### src/rtl/pu_msp430_pmem_arb_pkg.sv
// Shared types and constants for the program-memory port arbiter.
package pu_msp430_pmem_arb_pkg;

  localparam int unsigned WAIT_CNT_W = 4;

  typedef enum logic [1:0] {
    IDLE,
    OWN_A,
    OWN_B
  } pmem_arb_state_t;

endpackage

### src/rtl/pu_msp430_pmem_arbiter.sv
// Shares one program-memory RAM port between the CPU frontend (A, high
// priority) and a debug/DMA loader (B), with a starvation guard and burst lock.
module pu_msp430_pmem_arbiter
  import pu_msp430_pmem_arb_pkg::*;
#(
  parameter int unsigned ADDR_MSB = 11,
  parameter int unsigned MAX_WAIT = 4
) (
  input  logic                mclk,
  input  logic                puc_rst,
  input  logic                req_a,
  input  logic [1:0]          we_a,
  input  logic [ADDR_MSB:0]   addr_a,
  input  logic [15:0]         din_a,
  input  logic                lock_a,
  input  logic                req_b,
  input  logic [1:0]          we_b,
  input  logic [ADDR_MSB:0]   addr_b,
  input  logic [15:0]         din_b,
  input  logic                lock_b,
  output logic                gnt_a,
  output logic                gnt_b,
  output logic                rvalid_a,
  output logic                rvalid_b,
  output logic [15:0]         rdata,
  output logic                ram_en,
  output logic [1:0]          ram_we,
  output logic [ADDR_MSB:0]   ram_addr,
  output logic [15:0]         ram_din,
  input  logic [15:0]         ram_dout
);

  localparam logic [WAIT_CNT_W-1:0] MAX_WAIT_C = WAIT_CNT_W'(MAX_WAIT);

  pmem_arb_state_t         state_q, state_d;
  logic [WAIT_CNT_W-1:0]   wait_cnt_q, wait_cnt_d;
  logic                    rvalid_a_q, rvalid_a_d;
  logic                    rvalid_b_q, rvalid_b_d;
  logic                    wait_at_max;

  assign wait_at_max = (wait_cnt_q == MAX_WAIT_C);

  always_comb begin
    gnt_a   = 1'b0;
    gnt_b   = 1'b0;
    state_d = state_q;

    unique case (state_q)
      IDLE: begin
        if (wait_at_max && req_b)  gnt_b = 1'b1;
        else if (req_a)            gnt_a = 1'b1;
        else if (req_b)            gnt_b = 1'b1;
      end
      OWN_A:   gnt_a = req_a;
      OWN_B:   gnt_b = req_b;
      default: ;
    endcase

    if (puc_rst) begin
      gnt_a = 1'b0;
      gnt_b = 1'b0;
    end

    // Owner leaves on an unlocked access or on a request-drop release cycle.
    unique case (state_q)
      IDLE: begin
        if (gnt_a && lock_a)       state_d = OWN_A;
        else if (gnt_b && lock_b)  state_d = OWN_B;
      end
      OWN_A:   if (!req_a || !lock_a) state_d = IDLE;
      OWN_B:   if (!req_b || !lock_b) state_d = IDLE;
      default: state_d = IDLE;
    endcase
  end

  always_comb begin
    wait_cnt_d = wait_cnt_q;
    if (!req_b || gnt_b)   wait_cnt_d = '0;
    else if (!wait_at_max) wait_cnt_d = wait_cnt_q + 1'b1;
  end

  always_comb begin
    rvalid_a_d = gnt_a && (we_a == 2'b00);
    rvalid_b_d = gnt_b && (we_b == 2'b00);
  end

  always_comb begin
    ram_we   = '0;
    ram_addr = '0;
    ram_din  = '0;
    if (gnt_a) begin
      ram_we   = we_a;
      ram_addr = addr_a;
      ram_din  = din_a;
    end else if (gnt_b) begin
      ram_we   = we_b;
      ram_addr = addr_b;
      ram_din  = din_b;
    end
  end

  assign ram_en   = gnt_a | gnt_b;
  assign rdata    = ram_dout;
  assign rvalid_a = rvalid_a_q;
  assign rvalid_b = rvalid_b_q;

  always_ff @(posedge mclk) begin
    if (puc_rst) begin
      state_q    <= IDLE;
      wait_cnt_q <= '0;
      rvalid_a_q <= 1'b0;
      rvalid_b_q <= 1'b0;
    end else begin
      state_q    <= state_d;
      wait_cnt_q <= wait_cnt_d;
      rvalid_a_q <= rvalid_a_d;
      rvalid_b_q <= rvalid_b_d;
    end
  end

endmodule

### config.mk
export PLATFORM = sky130hd
export DESIGN_NAME = pu_msp430_pmem_arbiter
export DESIGN_NICKNAME = d
export VERILOG_FILES = /design/src/rtl/pu_msp430_pmem_arb_pkg.sv /design/src/rtl/pu_msp430_pmem_arbiter.sv
export SDC_FILE = /design/constraint.sdc
export NUM_CORES = 1
export LEC_CHECK = 0
export CAP_MARGIN = 30
export CORE_UTILIZATION = 22
export DETAILED_ROUTE_END_ITERATION = 10
export GPL_TIMING_DRIVEN = 1
export PLACE_DENSITY = 0.81
export SLEW_MARGIN = 10
export SYNTH_ARGS = -nofsm -noshare
export SYNTH_HDL_FRONTEND = slang
export SYNTH_SLANG_ARGS = --single-unit
### constraint.sdc
create_clock -name mclk -period 2.31 [get_ports mclk]
set_input_delay 0.231 -clock mclk [delete_from_list [all_inputs] [get_ports mclk]]
set_output_delay 0.231 -clock mclk [all_outputs]
set_load 0.02 [all_outputs]
# Word-level counts from Yosys, hierarchy flattened
# Cells that the tools add are included.
dict set report classes {
  n_addsub 1
  multipliers 0
  div 0
  order_cmp 0
  n_eq_ne 6
  n_shift 0
  muxes 20
  n_bitwise 1
  reduce_logical 17
}
# cell count
set op_table {}
lappend op_table {{16-bit two-way mux} 2}
lappend op_table {{12-bit two-way mux} 2}
lappend op_table {{2-bit two-way mux} 6}
lappend op_table {{1-bit two-way mux} 7}
lappend op_table {{2-bit zero test} 3}
lappend op_table {{2-bit case mux with 3 select lines} 1}
lappend op_table {{1-bit logical AND} 5}
lappend op_table {{4-bit by 1-bit adder with 4-bit output (second input constant)} 1}
lappend op_table {{4-bit by 3-bit == test with 1-bit output (second input constant)} 1}
lappend op_table {{1-bit zero test} 4}
lappend op_table {{2-bit != test (second input constant)} 2}
lappend op_table {{1-bit case mux with 2 select lines} 2}
lappend op_table {{1-bit logical OR} 3}
lappend op_table {{3-bit != test (second input constant)} 1}
lappend op_table {{3-bit AND reduction} 1}
lappend op_table {{2-bit by 1-bit == test with 1-bit output (second input constant)} 1}
lappend op_table {{2-bit == test (second input constant)} 1}
lappend op_table {{2-bit OR reduction} 1}
lappend op_table {{1-bit OR} 1}
dict set report word_totals {
  regBits 8
  latch_bits 0
  ram_bits 0
  rom_bits 0
  inputBits 82
  wordCells 49
  mem_count 0
}

# Logic depth before layout (Yosys ltp)
# Gate-level depths: netlist of run 1.
dict set report logic_depth {
  ltp_word 9
  mapped_depth 7
}

# Worst setup path after synthesis of run 1
# Ideal clock, no wire load.
dict set report synth_path {
  path_type {reg-to-output}
  from {register wait_cnt_q[0]}
  to {output ram_addr[10]}
  t_arrival_ns 1.577
  setup_slack_ns 0.502
  stages_incl_launch_ff 8
  path_buffers 2
  cell_sequence {dfxtp_1 -> inv_1 -> ha_1 -> nand3b_4 -> o311a_1 -> buf_2 -> buf_6 -> a22o_1}
}
# element line_no
set synth_rtl {}
lappend synth_rtl {{start, declared} pu_msp430_pmem_arbiter.sv:36} ;# logic [WAIT_CNT_W-1:0] wait_cnt_q, wait_cnt_d;
lappend synth_rtl {{start signal, assigned} pu_msp430_pmem_arbiter.sv:115} ;# wait_cnt_q <= wait_cnt_d;
lappend synth_rtl {{4-bit by 3-bit == test with 1-bit output} pu_msp430_pmem_arbiter.sv:41} ;# assign wait_at_max = (wait_cnt_q == MAX_WAIT_C);
lappend synth_rtl {{1-bit logical AND} pu_msp430_pmem_arbiter.sv:50} ;# if (wait_at_max && req_b) gnt_b = 1'b1;
lappend synth_rtl {{1-bit two-way mux} pu_msp430_pmem_arbiter.sv:50}
lappend synth_rtl {{1-bit case mux with 2 select lines} pu_msp430_pmem_arbiter.sv:48} ;# unique case (state_q)
lappend synth_rtl {{1-bit two-way mux} pu_msp430_pmem_arbiter.sv:59} ;# if (puc_rst) begin
lappend synth_rtl {{net gnt_a} pu_msp430_pmem_arbiter.sv:21} ;# output logic gnt_a,
lappend synth_rtl {{12-bit two-way mux} pu_msp430_pmem_arbiter.sv:91} ;# if (gnt_a) begin
lappend synth_rtl {{end, declared} pu_msp430_pmem_arbiter.sv:28} ;# output logic [ADDR_MSB:0] ram_addr,
# The timed path passes the listed nets, and every way through them passes these cells.

# Final worst setup path of run 1
dict set report layout_path {
  from {register wait_cnt_q[1]}
  to {output ram_addr[6]}
}
dict set report layout_via {
  elab_chain_cells 7
}
# element line_no
set layout_rtl {}
lappend layout_rtl {{4-bit by 3-bit == test with 1-bit output *} pu_msp430_pmem_arbiter.sv:41}
lappend layout_rtl {{1-bit logical AND *} pu_msp430_pmem_arbiter.sv:50}
lappend layout_rtl {{1-bit two-way mux} pu_msp430_pmem_arbiter.sv:50}
lappend layout_rtl {{1-bit case mux with 2 select lines} pu_msp430_pmem_arbiter.sv:48}
lappend layout_rtl {{1-bit two-way mux} pu_msp430_pmem_arbiter.sv:59}
lappend layout_rtl {{12-bit two-way mux} pu_msp430_pmem_arbiter.sv:95} ;# end else if (gnt_b) begin
lappend layout_rtl {{12-bit two-way mux *} pu_msp430_pmem_arbiter.sv:91}
# Mark *: on every way between the ends. The rest lies on a longest branch, timed or not.

==> flow_summary_export.csv, run 1 <==
group,metric,value,unit
die,die_x,62.57,um
sta,fmaxAchievable,0.4533,GHz
yosys,synth_compound_area_share,36.90,%
cts,cts_root_buffer,"clkbuf_4",
sta,finalCriticalPeriod,2.206,ns
worst_setup_path,worst-path-max-fanout,20,
sta,finalSetupViolCount,0,
worst_setup_path,end_kind,"output port",
worst_setup_path,critPathSlowestCell,"dfxtp_1",
yosys,synth_nets,174,
yosys,muxShareOfSynthArea,2.481,%
yosys,synth_area,807.0,um^2
route,vias_per_cell,4.731,
grt,track_usage,14.88,%
sta,rsz0062_at_grt,"no",
route,wl,2818,um
grt,antenna_found_initial,0,
yosys,ys_seq_elements,8,
die,die_h,62.57,um
yosys,synth-simple-area-share,13.18,%
power_and_ir_drop,peakVddDrop,0.1782,mV
cts,cts_made_buffers,3,
min_path,hold_path_startpoint,"ram_dout[12]",
layout,finalNetCount,263,
grt,grt_max_degree,35,
route,drtPass1Iterations,4,
die,io_pins,133,
sta,worst_pin_slew,0.3369,ns
cts,clockBufferDepth,2,
worst_setup_path,crit_buf_inv,3,
worst_setup_path,cp_top_family,"compound AO/OA/AOI/OAI gates",
yosys,yosysWarnings,0,
cts,clock-sinks,8,
worst_setup_path,crit_type,"reg -> out",
route,drt_iter0_drc,6,
worst_setup_path,cp-start-kind,"flip-flop",
die,rows,21,
worst_setup_path,timing.reg2reg.setup_slack,0.83,ns
yosys,yosysUniqueCellTypes,25,
cts,clk_latency,0.26,ns
layout,postLayoutCellArea,1685,um^2
yosys,synthArstFlopShare,0,%
yosys,synth-edff-count,0,
placed_design,place_hpwl,2254,um
cts,cts_setup_buffers,0,
cts,cts_max_level,1,
yosys,synth_seq_area_share,19.84,%
yosys,synth-xor-area-share,1.085,%
worst_setup_path,crit_required,2.08,ns
yosys,synthCells,90,
worst_setup_path,slowest_delay,0.33,ns
sta,layout_setup_ws,0.1038,ns
layout,syn2layout_area_growth,108.8,%
yosys,synth_top_area_share,32.56,%
min_path,hold_class,"in -> out",
job,maxCapViolCount,0,
sta,fin_crit_sh,95.50,%
yosys,synthTopCellsByArea,"a22o_1, dfxtp_1, buf_4",
placed_design,gp_congestion,0.7659,
sta,slew_headroom,77.54,%
cts,tritoncts,"done",
sta,finalMaxSlewViolations,0,
placed_design,numPortBuffers,100,
grt,grt_pass1_wl,4671,um
sta,final.setup_skew,0.003380,ns
power_and_ir_drop,p_leak,0.7481,nW
die,core,3416,um^2
placed_design,place_area,1764,um^2
grt,grt_overflow,0,
cts,clk_pin_slew,0.05,ns
sta,holdWs,0.4620,ns
route,wl_per_cell,12.64,um
route,postRouteAntennaNets,0,
cts,holdBufCountCts,0,
yosys,synth_top_area_cell,"a22o_1",
yosys,postSynthAreaPerCell,8.967,um^2
layout,antennaDiodeCount,0,
route,drc,0,
route,vias,1055,
placed_design,pre_cts_ws,-0.1075,ns
worst_setup_path,r2r-start,"wait_cnt_q[1]",
yosys,synth_top_family_by_area,"compound AO/OA/AOI/OAI gates",
layout,drive_above_1_share,22.03,%
yosys,synthFlopType,"dfxtp_1",
worst_setup_path,startpoint,"wait_cnt_q[1]",
sta,hold_violations,0,
worst_setup_path,cp.arrival,1.98,ns
die,start_util,23.63,%
die,die_area,3914,um^2
power_and_ir_drop,p_per_area,316.4,nW/um^2
worst_setup_path,crit_chain,"inv_1, ha_2, nand3b_4, o311a_4, buf_6, a22o_1, clkdlybuf4s15_1",
yosys,synthAdderAreaFrac,3.101,%
outcome,outcome,"finished clean",
sta,finalSetupTns,0,ns
grt,first_global_vias,1125,
-- what timing repair did --
| action | CTS | global route |
|---|---|---|
| pin swaps | 0 | 0 |
| endpoints found under the setup margin | 33 | 32 |
| hold endpoints to repair | 0 | 0 |
| gates resized for setup | 35 | 57 |
-- synthesized netlist by cell type (2+ instances only) --
| cell type | number |
|---|---|
| buf_4 | 16 |
| nor3b_1 | 2 |
| dfxtp_1 | 8 |
| nand3_1 | 2 |
| buf_2 | 4 |
| nor3_1 | 2 |
| ha_1 | 2 |
| inv_1 | 4 |
| a22o_1 | 30 |
| buf_6 | 3 |
| nor2_1 | 2 |
| mux2i_1 | 2 |
-- power by group --
part	switching (mW)	internal, mW	total (mW)
Clock	0.0475	0.0594	0.107
Combinational	0.115	0.168	0.283
Sequential	0.00229	0.141	0.144
Total	0.164	0.369	0.533
-- cell type report --
cell class / instances / area (um^2)
multi-input cells: 55 / 479.2
fillers: 336 / 1730
repair buffers: 107 / 950.9
flip-flops and latches: 8 / 160.2
clock buffers: 3 / 22.52
inverters: 4 / 15.01
well taps: 46 / 57.56
-- flip-flops by register name, summed over array words and instances (netlist names) --
signal / cells
rvalid_a: 1
state_q: 2
wait_cnt_q: 4
rvalid_b: 1
-- final timing paths --
kind                            depth (start not counted)            end
worst max-delay path                                    7    ram_addr[6]
worst min-delay path                                    0      rdata[12]
worst max register to register                          6     state_q[0]
worst min register to register                          2  wait_cnt_q[3]
-- layout by cell type (no fill, tap or decap), drive strengths merged, types with 2 or more instances in the layout --
cell / n
a211oi: 2
a22o: 30
buf: 8
clkbuf: 26
clkdlybuf4s15: 7
clkdlybuf4s50: 67
dfxtp: 8
ha: 2
inv: 4
mux2i: 2
nand3: 2
nor2: 2
nor3: 2
nor3b: 2
-- per-layer routing --
| layer | vias up | routed length [um] | global-route usage, % |
|---|---|---|---|
| li1 | 500 | - | - |
| met1 | 466 | 922 | 12.78 |
| met2 | 77 | 1466 | 28.80 |
| met3 | 12 | 358 | 6.569 |
| met4 | 0 | 71 | 6.977 |
| met5 | - | 0 | 0 |
-- cell families after synthesis --
logic type      count (synthesis)
xor+xnor                        1
flops                           8
simple gates                   16
compound gates                 34
fa+ha+maj                       2
mux                             2
buf+inv                        27
-- metrics by stage --
step	util [%]	total power [mW]	instances
after floorplan	-	0.3027	90
after global placement	51.65	0.4565	220
after detailed placement	51.65	0.4591	220
after CTS	51.32	0.5435	223
after global routing	49.34	0.5667	223
final	49.34	0.5332	223
Note: power is estimated with default switching activity, not from simulation.
==> run 2, diff against run 1 <==
--- a/config.mk
+++ b/config.mk
@@ -10,7 +10,7 @@
 export DETAILED_ROUTE_END_ITERATION = 10
 export GPL_TIMING_DRIVEN = 1
 export PLACE_DENSITY = 0.81
-export SLEW_MARGIN = 10
+export SLEW_MARGIN = 20
 export SYNTH_ARGS = -nofsm -noshare
 export SYNTH_HDL_FRONTEND = slang
 export SYNTH_SLANG_ARGS = --single-unit
==> results of run 2 <==
Same layout as run 1: the final DEF is identical, and so are final timing and power.
